File: config.mk
export PLATFORM = sky130hd
export DESIGN_NAME = pe_conv_mac_ctrl
export DESIGN_NICKNAME = d
export VERILOG_FILES = /design/src/rtl/pe_ctrl_pkg.sv /design/src/rtl/pe_drain_sequencer.sv /design/src/rtl/pe_conv_mac_ctrl.sv
export SDC_FILE = /design/constraint.sdc
export NUM_CORES = 1
export LEC_CHECK = 0
export ABC_AREA = 1
export CORE_MARGIN = 2
export CORE_UTILIZATION = 49
export CTS_BUF_LIST = sky130_fd_sc_hd__clkbuf_8 sky130_fd_sc_hd__clkbuf_16
export CTS_CLUSTER_SIZE = 20
export DETAILED_ROUTE_END_ITERATION = 10
export GPL_TIMING_DRIVEN = 0
export PLACE_DENSITY_LB_ADDON = 0.15
export SETUP_SLACK_MARGIN = 0.15
export SYNTH_ARGS = -nofsm -noshare
export SYNTH_HDL_FRONTEND = slang
export SYNTH_SLANG_ARGS = --single-unit
File: constraint.sdc
create_clock -name clk -period 5.9 [get_ports clk]
set_input_delay 0.885 -clock clk [delete_from_list [all_inputs] [get_ports clk]]
set_output_delay 0.885 -clock clk [all_outputs]
set_load 0.02 [all_outputs]
File: src/rtl/pe_ctrl_pkg.sv
// Shared types and timing helpers for the PE datapath sequencers.
//   ctrl_state_e      : sequencer FSM states
//   drain_thr_t       : drain-counter values at which each stage enable rises, plus T_OUT
//   drain_thresholds(): derives drain_thr_t from the datapath stage latencies
package pe_ctrl_pkg;

    typedef enum logic [1:0] {
        IDLE,
        CLEAR,
        MAC,
        DRAIN
    } ctrl_state_e;

    typedef struct packed {
        int unsigned adder;
        int unsigned dequant;
        int unsigned bias;
        int unsigned act;
        int unsigned quant;
        int unsigned t_out;
    } drain_thr_t;

    // Each stage starts once the previous stage's result has had time to settle.
    // The extra +1 terms are the DSP output register and the bias-add stage.
    function automatic drain_thr_t drain_thresholds(input int unsigned dsp_lat,
                                                    input int unsigned adder_lat,
                                                    input int unsigned dequant_lat,
                                                    input int unsigned act_lat,
                                                    input int unsigned quant_lat);
        drain_thr_t t;
        t.adder   = dsp_lat + 1;
        t.dequant = t.adder + adder_lat;
        t.bias    = t.dequant + dequant_lat;
        t.act     = t.bias + 1;
        t.quant   = t.act + act_lat;
        t.t_out   = t.quant + quant_lat;
        return t;
    endfunction

endpackage

File: src/rtl/pe_drain_sequencer.sv
// Drain-phase sequencer: counts cycles while active and raises the cumulative stage enables
// at their latency thresholds; done pulses on the final drain cycle.
//   clk, rst     : clock, synchronous active-high reset
//   active       : high while the owning controller is draining
//   adder_en ... quant_en : cumulative stage enables, low whenever active is low
//   done         : 1-cycle pulse at count == T_OUT
module pe_drain_sequencer
    import pe_ctrl_pkg::*;
#(
    parameter int unsigned pDSP_LATENCY     = 3,
    parameter int unsigned pADDER_LATENCY   = 1,
    parameter int unsigned pDEQUANT_LATENCY = 2,
    parameter int unsigned pACT_LATENCY     = 1,
    parameter int unsigned pQUANT_LATENCY   = 1
) (
    input  logic clk,
    input  logic rst,
    input  logic active,
    output logic adder_en,
    output logic dequant_en,
    output logic bias_en,
    output logic act_en,
    output logic quant_en,
    output logic done
);
    localparam drain_thr_t Thr = drain_thresholds(pDSP_LATENCY, pADDER_LATENCY,
                                                  pDEQUANT_LATENCY, pACT_LATENCY,
                                                  pQUANT_LATENCY);
    localparam int unsigned CntW = $clog2(Thr.t_out + 1);

    localparam logic [CntW-1:0] AdderThr   = CntW'(Thr.adder);
    localparam logic [CntW-1:0] DequantThr = CntW'(Thr.dequant);
    localparam logic [CntW-1:0] BiasThr    = CntW'(Thr.bias);
    localparam logic [CntW-1:0] ActThr     = CntW'(Thr.act);
    localparam logic [CntW-1:0] QuantThr   = CntW'(Thr.quant);
    localparam logic [CntW-1:0] TOut       = CntW'(Thr.t_out);

    logic [CntW-1:0] cnt_q, cnt_d;

    // Counter returns to 0 on the last drain cycle so a back-to-back drain starts clean.
    always_comb begin
        cnt_d = '0;
        if (active && (cnt_q != TOut)) begin
            cnt_d = cnt_q + CntW'(1);
        end
    end

    always_ff @(posedge clk) begin
        if (rst) begin
            cnt_q <= '0;
        end else begin
            cnt_q <= cnt_d;
        end
    end

    assign adder_en   = active && (cnt_q >= AdderThr);
    assign dequant_en = active && (cnt_q >= DequantThr);
    assign bias_en    = active && (cnt_q >= BiasThr);
    assign act_en     = active && (cnt_q >= ActThr);
    assign quant_en   = active && (cnt_q >= QuantThr);
    assign done       = active && (cnt_q == TOut);

endmodule

File: src/rtl/pe_conv_mac_ctrl.sv
// Convolution MAC sequencer. Accepts the KK window taps of one output pixel per output-channel
// group, then drains the datapath and flags data_out valid; repeats for every group.
//   clk, rst                : clock, synchronous active-high reset
//   run                     : level, keep processing pixels while high
//   load_weight             : weight-load strobe, only monitored (err_load)
//   in_valid / in_ready     : upstream tap handshake
//   clr, en                 : accumulator clear, DSP enable (tap accept)
//   kernel_addr, bias_addr  : kernel RAM read address (one cycle ahead), bias address = group
//   adder_en ... quant_en   : cumulative stage enables during drain
//   grp_idx                 : current output-channel group
//   out_valid, pixel_done   : data_out valid pulse; also last group of the pixel
//   busy, err_load          : not idle; sticky load_weight-while-busy flag
module pe_conv_mac_ctrl
    import pe_ctrl_pkg::*;
#(
    parameter int unsigned pIN_CHANNEL      = 1,
    parameter int unsigned pOUT_CHANNEL     = 64,
    parameter int unsigned pOUTPUT_PARALLEL = 32,
    parameter int unsigned pKERNEL_SIZE     = 3,
    parameter int unsigned pKERNEL_NUM      = 1024,
    parameter int unsigned pBIAS_NUM        = 32,
    parameter int unsigned pDSP_LATENCY     = 3,
    parameter int unsigned pADDER_LATENCY   = 1,
    parameter int unsigned pDEQUANT_LATENCY = 2,
    parameter int unsigned pACT_LATENCY     = 1,
    parameter int unsigned pQUANT_LATENCY   = 1
) (
    input  logic                                          clk,
    input  logic                                          rst,
    input  logic                                          run,
    input  logic                                          load_weight,
    input  logic                                          in_valid,
    output logic                                          in_ready,
    output logic                                          clr,
    output logic                                          en,
    output logic [$clog2(pKERNEL_NUM)-1:0]                kernel_addr,
    output logic [$clog2(pBIAS_NUM)-1:0]                  bias_addr,
    output logic                                          adder_en,
    output logic                                          dequant_en,
    output logic                                          bias_en,
    output logic                                          act_en,
    output logic                                          quant_en,
    output logic [$clog2(pOUT_CHANNEL/pOUTPUT_PARALLEL):0] grp_idx,
    output logic                                          out_valid,
    output logic                                          pixel_done,
    output logic                                          busy,
    output logic                                          err_load
);
    localparam int unsigned NGRP     = pOUT_CHANNEL / pOUTPUT_PARALLEL;
    localparam int unsigned KK       = pKERNEL_SIZE * pKERNEL_SIZE;
    localparam int unsigned KAddrW   = $clog2(pKERNEL_NUM);
    localparam int unsigned BAddrW   = $clog2(pBIAS_NUM);
    localparam int unsigned GrpW     = $clog2(NGRP) + 1;
    localparam int unsigned TapW     = $clog2(KK + 1);
    localparam int unsigned AdderMin = (pIN_CHANNEL > 1) ? $clog2(pIN_CHANNEL) : 1;

    localparam logic [GrpW-1:0] LastGrp = GrpW'(NGRP - 1);
    localparam logic [TapW-1:0] LastTap = TapW'(KK - 1);

    if (NGRP == 0 || NGRP * pOUTPUT_PARALLEL != pOUT_CHANNEL) begin : g_bad_groups
        $error("pOUT_CHANNEL must be a non-zero multiple of pOUTPUT_PARALLEL");
    end
    if (pKERNEL_NUM < NGRP * KK || pBIAS_NUM < NGRP) begin : g_bad_depth
        $error("kernel/bias RAM too shallow for the group count");
    end
    if (pADDER_LATENCY < AdderMin) begin : g_bad_adder
        $error("pADDER_LATENCY too small for pIN_CHANNEL");
    end

    ctrl_state_e     state_q, state_d;
    logic [GrpW-1:0] grp_q, grp_d;
    logic [TapW-1:0] tap_q, tap_d;
    logic            err_q;

    always_comb begin
        state_d  = state_q;
        grp_d    = grp_q;
        tap_d    = tap_q;
        in_ready = 1'b0;
        clr      = 1'b0;
        unique case (state_q)
            IDLE: begin
                if (run) state_d = CLEAR;
            end
            CLEAR: begin
                clr     = 1'b1;
                state_d = MAC;
            end
            MAC: begin
                in_ready = 1'b1;
                if (in_valid) begin
                    if (tap_q == LastTap) begin
                        tap_d   = '0;
                        state_d = DRAIN;
                    end else begin
                        tap_d = tap_q + TapW'(1);
                    end
                end
            end
            DRAIN: begin
                // run only matters between pixels; a started pixel always finishes all groups.
                if (out_valid) begin
                    if (grp_q == LastGrp) begin
                        grp_d   = '0;
                        state_d = run ? CLEAR : IDLE;
                    end else begin
                        grp_d   = grp_q + GrpW'(1);
                        state_d = CLEAR;
                    end
                end
            end
            default: state_d = IDLE;
        endcase
    end

    always_ff @(posedge clk) begin
        if (rst) begin
            state_q <= IDLE;
            grp_q   <= '0;
            tap_q   <= '0;
            err_q   <= 1'b0;
        end else begin
            state_q <= state_d;
            grp_q   <= grp_d;
            tap_q   <= tap_d;
            err_q   <= err_q | (load_weight & busy);
        end
    end

    pe_drain_sequencer #(
        .pDSP_LATENCY    (pDSP_LATENCY),
        .pADDER_LATENCY  (pADDER_LATENCY),
        .pDEQUANT_LATENCY(pDEQUANT_LATENCY),
        .pACT_LATENCY    (pACT_LATENCY),
        .pQUANT_LATENCY  (pQUANT_LATENCY)
    ) u_drain (
        .clk       (clk),
        .rst       (rst),
        .active    (state_q == DRAIN),
        .adder_en  (adder_en),
        .dequant_en(dequant_en),
        .bias_en   (bias_en),
        .act_en    (act_en),
        .quant_en  (quant_en),
        .done      (out_valid)
    );

    // Address is driven from the next tap count so the registered kernel RAM output lines up
    // with the tap being accepted in the following cycle.
    assign kernel_addr = KAddrW'(grp_q) * KAddrW'(KK) + KAddrW'(tap_d);
    assign bias_addr   = BAddrW'(grp_q);
    assign grp_idx     = grp_q;
    assign en          = in_valid & in_ready;
    assign pixel_done  = out_valid && (grp_q == LastGrp);
    assign busy        = (state_q != IDLE);
    assign err_load    = err_q;

endmodule

==> results.env, run 1 <==
STATUS='finished, final reports clean'
SYNTH-COMPOUND-AREA-SHARE_PCT=7.52
ARRIVAL_NS=3.37
GRT_FIRST_PASS_WIRELENGTH_UM=3020
YOSYS-TOP-CELLS-COUNT='inv_1 (26), nand2_1 (22), ha_1 (16)'
SYNTH_ASYNC_SR_FLOP_SHARE_PCT=0
SYNTH.TOP_CELLS.BY_AREA='dfxtp_1 (25%), ha_1 (19%), inv_1 (9.3%), nand2_1 (7.9%), buf_4 (6.4%)'
WORSTPATHREQUIRED_NS=5.02
CRITPATHMAXSTAGEDELAY_NS=0.61
WORST_SETUP_PATH_START_KIND='input port'
MET3_USAGE_PCT=4.46
SYNTH-EDFF-COUNT=0
SYNTHCELLS=140
GR-USAGE-MET2_PCT=29.2
MAX-CAP-VIOLATIONS=0
VIA_COUNT_OF_THE_FIRST_GLOBAL_ROUTING_PASS=808
SYNTH_TOP_FAMILY_BY_AREA='simple AND/OR/NAND/NOR gates'
CRIT_PATH_CELL_TRACE='clkdlybuf4s50_1 > nand2_2 > nand2_1 > o21ai_1 > ha_1 > ha_1 > inv_1 > fa_1 > xnor2_1 > clkdlybuf4s50_1'
GP_ROUTABILITY_CONGESTION=0.793
CTS.ROOT.BUFFER_CELL='clkbuf_8'
CORE_REGION_AREA_SQ_UM=1980
CRIT_SLOWEST_CELL='clkdlybuf4s50_1'
NETS=198
DRT-WIRELENGTH-PER-CELL_UM=9.09
CTS.HOLD.BUFFERS_ADDED=0
FINAL-MAX-SLEW-VIOLATION-COUNT=0
WORST_IR_DROP_VDD_uV=276
SYNTH.FF_LATCH_COUNT=13
CTS_TREE='yes'
LAYOUT_WORST_PATH_CYCLE_SHARE_PCT=72.1
CLKSLEWWORSTSETUPHOLDPATHS_NS=0.05
DIE_X_UM=50.3
GRT_MAX_DEGREE=9
SETUP_REPAIR_AFTER_GLOBAL_ROUTING_MISSED_ITS_MARGIN='no'
WORST-PATH-MAX-FANOUT=4
DRT-VIAS-PER-INSTANCE=4.49
OVERFLOW_LEFT_AFTER_GLOBAL_ROUTING=0
PLACEMENT.IO_BUFFERS=25
DETAIL_ROUTE.WIRELENGTH_UM=1840
POWER_DENSITY_nW_PER_UM2=241
SYNTH.AVG_CELL_AREA_SQ_UM=7.49
DRIVE_GT1_SHARE_PCT=17.7
GRT.MET1_USAGE_PCT=16.6
CLK_LATENCY_NS=0.24
WORST_CLOCK_SKEW_NS=0.00113
CLKSINKCOUNT=13
CLOCK.FMAX_MHz=235
CTS-BUFFERS-INSERTED=3
SYNTH_MUX_AREA_SHARE_PCT=0
WORST_HOLD_SLACK_NS=0.476
SYNTH_CELL_TYPES=27
FINALHOLDVIOLATIONS=0
CTS-ROOT-TO-SINK-BUFFERS=2
NUM_VIAS=906
SYNTH-XOR-AREA-SHARE_PCT=3.34
FILL_CELLS=166
CRITICAL-PATH-TOP-DELAY-FAMILY='buffers and inverters'
SYNTH_FLOP_CELL='dfxtp_1'
HOLD_WC_PATH_TYPE='reg -> reg'
BOUNDARYPINS=34
FLOORPLAN.ROWS=16
DRTITER0DRC=10
GRT_USE_TOTAL_PCT=15.3
INITIAL_UTILIZATION_PCT=52.9
FINALWORSTPATHREQUIREDPERIOD_NS=4.26
ANTENNADIODECOUNT=0
WORSTSETUPPATHTYPE='in -> out'
LAYOUT-AREA-OVERHEAD-VS-SYNTH_PCT=33.5
CTS.REPAIR_TIMING.SETUP_BUFFER_COUNT=0
POWER_LEAKAGE_nW=0.702
DIE_H_UM=50.3
GRT_ANTENNA_BEFORE_REPAIR=0
DRC_ERRORS=0
SYNTH_FA_HA_AREA_SHARE_PCT=21.0
SYNTHESIS.AREA_SQ_UM=1050
SYNTH_TOP_AREA_SHARE_PCT=24.8
HPWL_UM=1590
ENDPOINT_KIND='primary output'
SYNTHESIS.YOSYS.WARNINGS=0
YOSYS.AREA_SHARE.SIMPLE_PCT=25.5
SYNTH.MOST_COMMON_CELL='inv_1'
ANT_NETS=0
SYNTH_SEQ_AREA_SHARE_PCT=24.8
POSTCTSRESIZEDCELLS=0
NETLIST.TOP_CELL.BY_AREA='dfxtp_1'
FIRST_PASS_ITERS=4
DIE-AREA_SQ_UM=2530
SETUP_VIOLATION_TOTAL_IN_THE_FINAL_TIMING_REPORT=0
GRT-BUSIEST-LAYER='met2'
CP_NUM_BUF_INV=3
CTSHTREEMAXLEVEL=1
TOTAL_NEGATIVE_SETUP_SLACKS_NS=0
==> registers in the layout (all words and copies together), names as in the netlist <==
name	cells
tap_q	4
grp_idx	2
u_drain.cnt_q	4
state_q	2
err_load	1
==> cell type report <==
class / instances / area (sq um) / area share, %
well taps: 27 / 33.8 / 2.41
multi-input cells: 94 / 628 / 44.9
plain buffers: 10 / 72.6 / 5.18
flip-flops and latches: 13 / 260 / 18.6
inverters: 29 / 110 / 7.86
clock inverters: 1 / 3.75 / 0.268
clock buffers: 3 / 41.3 / 2.95
repair buffers: 25 / 250 / 17.9
==> placed cells by master (no fill, tap or decap), drive strengths merged, types with 2 or more instances in the layout <==
cell / synthesis / layout
xnor2: 2 / 2
nand3: 15 / 15
clkdlybuf4s50: 0 / 25
buf: 10 / 10
conb: 1 / 7
xor2: 2 / 2
inv: 28 / 29
a21oi: 5 / 5
nand2: 26 / 26
nor2: 11 / 11
dfxtp: 13 / 13
o21bai: 2 / 2
o21ai: 4 / 4
clkbuf: 0 / 3
ha: 16 / 16
==> worst paths after layout <==
kind / from / to / slack (ns) / cells after the start
min: u_drain.cnt_q[0]$_SDFF_PP0_ / u_drain.cnt_q[0]$_SDFF_PP0_ / 0.48 / 1
max: in_valid / kernel_addr[3] / 1.64 / 10
min reg2reg: u_drain.cnt_q[0]$_SDFF_PP0_ / u_drain.cnt_q[0]$_SDFF_PP0_ / 0.48 / 1
max reg2reg: state_q[0]$_SDFFE_PP0P_ / tap_q[2]$_SDFF_PP0_ / 4.53 / 8
==> report_power, final <==
group | internal (mW) | total (mW) | switching (mW) | leakage [nW]
combinational | 0.0652 | 0.153 | 0.0882 | 0.570
clock | 0.0458 | 0.0750 | 0.0292 | 0.0269
sequential | 0.0981 | 0.109 | 0.0105 | 0.105
==> cell families after synthesis <==
logic type               after synthesis
buffers and inverters                 39
adder cells (fa/ha/maj)               17
other                                  1
AND/OR/NAND/NOR                       55
XOR/XNOR                               4
AO/OA/AOI/OAI                         11
flip-flops                            13
==> routing by layer <==
layer | up-vias | share of wire [%] | wire, um
met5 | - | 0 | 0
met4 | 0 | 0 | 0
met3 | 0 | 4.4 | 80
met2 | 17 | 52 | 957
met1 | 399 | 43 | 798
li1 | 490 | - | -
==> metrics by stage <==
stage / power (mW) / utilization [%] / setup WS [ns] / cells / area, sq um
floorplan: 0.217 / - / 2.66 / 146 / 1070
global placement: 0.260 / 68.4 / 1.68 / 198 / 1360
detailed placement: 0.264 / 68.4 / 1.63 / 198 / 1360
CTS: 0.342 / 70.6 / 1.63 / 202 / 1400
global route: 0.362 / 70.6 / 1.53 / 202 / 1400
finish: 0.337 / 70.6 / 1.64 / 202 / 1400
No activity file was read; power rests on OpenSTA's default activity.
==> inputs of run 2 (changes only) <==
- CORE_UTILIZATION: 49 -> 41
- clock period: 5.9 -> 3.75 ns (I/O delays scaled with it)
==> results.env, run 2 (synthesis gave the netlist of run 1 again) <==
STATUS='finished, final reports clean'  # unchanged
WORST_IR_DROP_VDD_uV=401  # was 276 uV
DRTITER0DRC=7  # was 10
FINALWORSTPATHREQUIREDPERIOD_NS=3.38
FF2FF_SETUP_SLACK_NS=2.35  # was 4.53 ns
DRIVE_GT1_SHARE_PCT=18.3  # was 17.7%
FINAL_AREA_SQ_UM=1410  # was 1400 sq um
TOTAL_NEGATIVE_SETUP_SLACKS_NS=0  # unchanged
MULTI_INPUT_COMB_AREA_SQ_UM=628  # unchanged
MAX-CAP-VIOLATIONS=0  # unchanged
WORSTPATHREQUIRED_NS=3.19  # was 5.02 ns
ENDPOINT_KIND='primary output'  # unchanged
INITIAL_UTILIZATION_PCT=42.7  # was 52.9%
CTS.ROOT.BUFFER_CELL='clkbuf_8'  # unchanged
ANTENNADIODECOUNT=0  # unchanged
CORE_REGION_AREA_SQ_UM=2450  # was 1980 sq um
GRT_ANTENNA_BEFORE_REPAIR=0  # unchanged
LAYOUT_COMMON_CELLS='inv_1 (26), nand2_1 (22), clkdlybuf4s50_1 (22)'  # was inv_1 (27), clkdlybuf4s50_1 (25), nand2_1 (22)
GRT_MAX_DEGREE=9  # unchanged
CTS_TREE='yes'  # unchanged
GP_ROUTABILITY_CONGESTION=0.745  # was 0.793
SETUP_VIOLATION_TOTAL_IN_THE_FINAL_TIMING_REPORT=0  # unchanged
GRT_FIRST_PASS_WIRELENGTH_UM=3340  # was 3020 um
WORSTREGTOREGCELLS=8  # unchanged
CLKSINKCOUNT=13  # unchanged
WORSTSETUPPATHTYPE='in -> out'  # unchanged
DRC_ERRORS=0  # unchanged
LAYOUT-AREA-OVERHEAD-VS-SYNTH_PCT=34.0  # was 33.5%
ANT_NETS=0  # unchanged
DRT-WIRELENGTH-PER-CELL_UM=9.39  # was 9.09 um
GRT_USE_TOTAL_PCT=15.7  # was 15.3%
NUM_VIAS=916  # was 906
DETAIL_ROUTE.WIRELENGTH_UM=1920  # was 1840 um
FLOORPLAN.ROWS=18  # was 16
FILL_CELLS=245  # was 166
FINAL-MAX-SLEW-VIOLATION-COUNT=0  # unchanged
DIE-AREA_SQ_UM=2980  # was 2530 sq um
PLACEMENT.IO_BUFFERS=25  # unchanged
BOUNDARYPINS=34  # unchanged
R2R_END='tap_q[2]$_SDFF_PP0_'  # unchanged
POWER_DENSITY_nW_PER_UM2=383  # was 241 nW/um^2
CLK_LATENCY_NS=0.24  # about the same
ARRIVAL_NS=2.82  # was 3.37 ns
CP-STARTPOINT='in_valid'  # unchanged
VIA_COUNT_OF_THE_FIRST_GLOBAL_ROUTING_PASS=821  # was 808
WORST_R2R_STARTPOINT='state_q[0]$_SDFFE_PP0P_'  # unchanged
POWER_LEAKAGE_nW=0.729  # was 0.702 nW
NETS=198  # unchanged
SEQUENTIAL_CELL_AREA_SQ_UM=260  # unchanged
CRITPATHMAXSTAGEDELAY_NS=0.62  # was 0.61 ns
DRT-VIAS-PER-INSTANCE=4.47  # was 4.49
DP_WORST_SETUP_SLACK_NS=0.114  # was 1.63 ns
CTS.REPAIR_TIMING.SETUP_BUFFER_COUNT=0  # unchanged
HPWL_UM=1660  # was 1590 um
CRIT_SLOWEST_CELL='clkdlybuf4s50_1'  # unchanged
SETUP_REPAIR_AFTER_GLOBAL_ROUTING_MISSED_ITS_MARGIN='no'  # unchanged
HOLD_WC_PATH_TYPE='reg -> reg'  # unchanged
OVERFLOW_LEFT_AFTER_GLOBAL_ROUTING=0  # unchanged
CAPTURE_POINT_OF_THE_WORST_PATH='kernel_addr[4]'  # was kernel_addr[3]
WORST_CLOCK_SKEW_NS=0.00116  # was 0.00113 ns
FINALHOLDVIOLATIONS=0  # unchanged
DIE_H_UM=54.6  # was 50.3 um
POST_LAYOUT_WORST_SETUP_MARGIN_NS=0.365  # was 1.64 ns
CRIT_PATH_CELL_TRACE='clkdlybuf4s50_1 > nand2_2 > clkinv_2 > nand4_1 > nand3_2 > inv_1 > ha_1 > nand3_1 > nand2_1 > xor2_1 > clkdlybuf4s50_1'  # was clkdlybuf4s50_1 > nand2_2 > nand2_1 > o21ai_1 > ha_1 > ha_1 > inv_1 > fa_1 > xnor2_1 > clkdlybuf4s50_1
CRITICAL-PATH-TOP-CELL-BY-COUNT='clkdlybuf4s50_1'
WORST_HOLD_SLACK_NS=0.471  # was 0.476 ns
CTSHTREEMAXLEVEL=1  # unchanged
CLKSLEWWORSTSETUPHOLDPATHS_NS=0.05  # about the same
PLACED_CELL_AREA_SQ_UM=1360  # about the same
CLOCK.FMAX_MHz=295
MOST_COMMON_CELL_AFTER_LAYOUT_FILL_AND_TAPS_ASIDE='inv_1'  # unchanged
CTS-ROOT-TO-SINK-BUFFERS=2  # unchanged
DIE_X_UM=54.6  # was 50.3 um
WORST_SETUP_PATH_START_KIND='input port'  # unchanged
FIRST_PASS_ITERS=2  # was 4
POST-ROUTE-UTIL_PCT=57.2  # was 70.6%
CTS-BUFFERS-INSERTED=3  # unchanged
LAYOUT_WORST_PATH_CYCLE_SHARE_PCT=90.3
LARGEST_REGISTERS='tap_q x4, u_drain.cnt_q x4'  # unchanged
WORST-PATH-MAX-FANOUT=6  # was 4
## run 2: metrics by stage
| stage | total power [mW] | std cells |
|---|---|---|
| final | 0.538 | 205 |
| after global routing | 0.580 | 205 |
| after CTS | 0.545 | 205 |
| after detailed placement | 0.419 | 201 |
| after global placement | 0.411 | 201 |
| after floorplan | 0.341 | 146 |
## run 2: repair_timing
action                                  CTS  global route
pin swaps                                 0             0
resized for setup                         2             1
hold buffers                              0             0
endpoints found under the setup margin    2             1
## run 2: area by class of cell
type | count | area share (%)
Multi-Input combinational cell | 94 | 44.7
Sequential cell | 13 | 18.5
Timing Repair Buffer | 25 | 17.8
Inverter | 29 | 7.84
Buffer | 10 | 5.16
Clock buffer | 3 | 2.94
Tap cell | 30 | 2.67
Clock inverter | 1 | 0.356
## run 2: power breakdown
part	total [mW]	switching, mW	leakage [nW]	internal [mW]
combinational	0.244	0.141	0.598	0.103
sequential	0.171	0.0173	0.105	0.154
clock	0.122	0.0487	0.0255	0.0733
## run 2: routing by layer
layer,wire length [um],track usage (%),up-vias
met4,33,7.50,0
met3,83,2.46,5
met5,0,0,-
li1,-,-,488
met2,972,27.5,22
met1,834,18.5,401
## run 2: worst min path at each step
stage	cells after the start	endpoint	from	slack (ns)
6_report	2	err_load$_SDFF_PP0_	err_load$_SDFF_PP0_	0.47
3_5_place_dp	2	err_load$_SDFF_PP0_	err_load$_SDFF_PP0_	0.46
4_1_cts	2	err_load$_SDFF_PP0_	err_load$_SDFF_PP0_	0.47
5_1_grt	2	err_load$_SDFF_PP0_	err_load$_SDFF_PP0_	0.48
3_3_place_gp	2	err_load$_SDFF_PP0_	err_load$_SDFF_PP0_	0.45
2_1_floorplan	1	u_drain.cnt_q[0]$_SDFF_PP0_	u_drain.cnt_q[0]$_SDFF_PP0_	0.44
## run 2: critical path: cells and delay by family
kind	cells	cell delay (ns)
buffers and inverters	4	1.30
adders and majority gates	1	0.33
xor gates and xnor gates	1	0.14
and+or+nand+nor	5	0.48
==> inputs of run 3 (changes only) <==
- CAP_MARGIN: not set -> 20
==> results of run 3 <==
Final layout, timing and power as in run 2 (identical DEF).
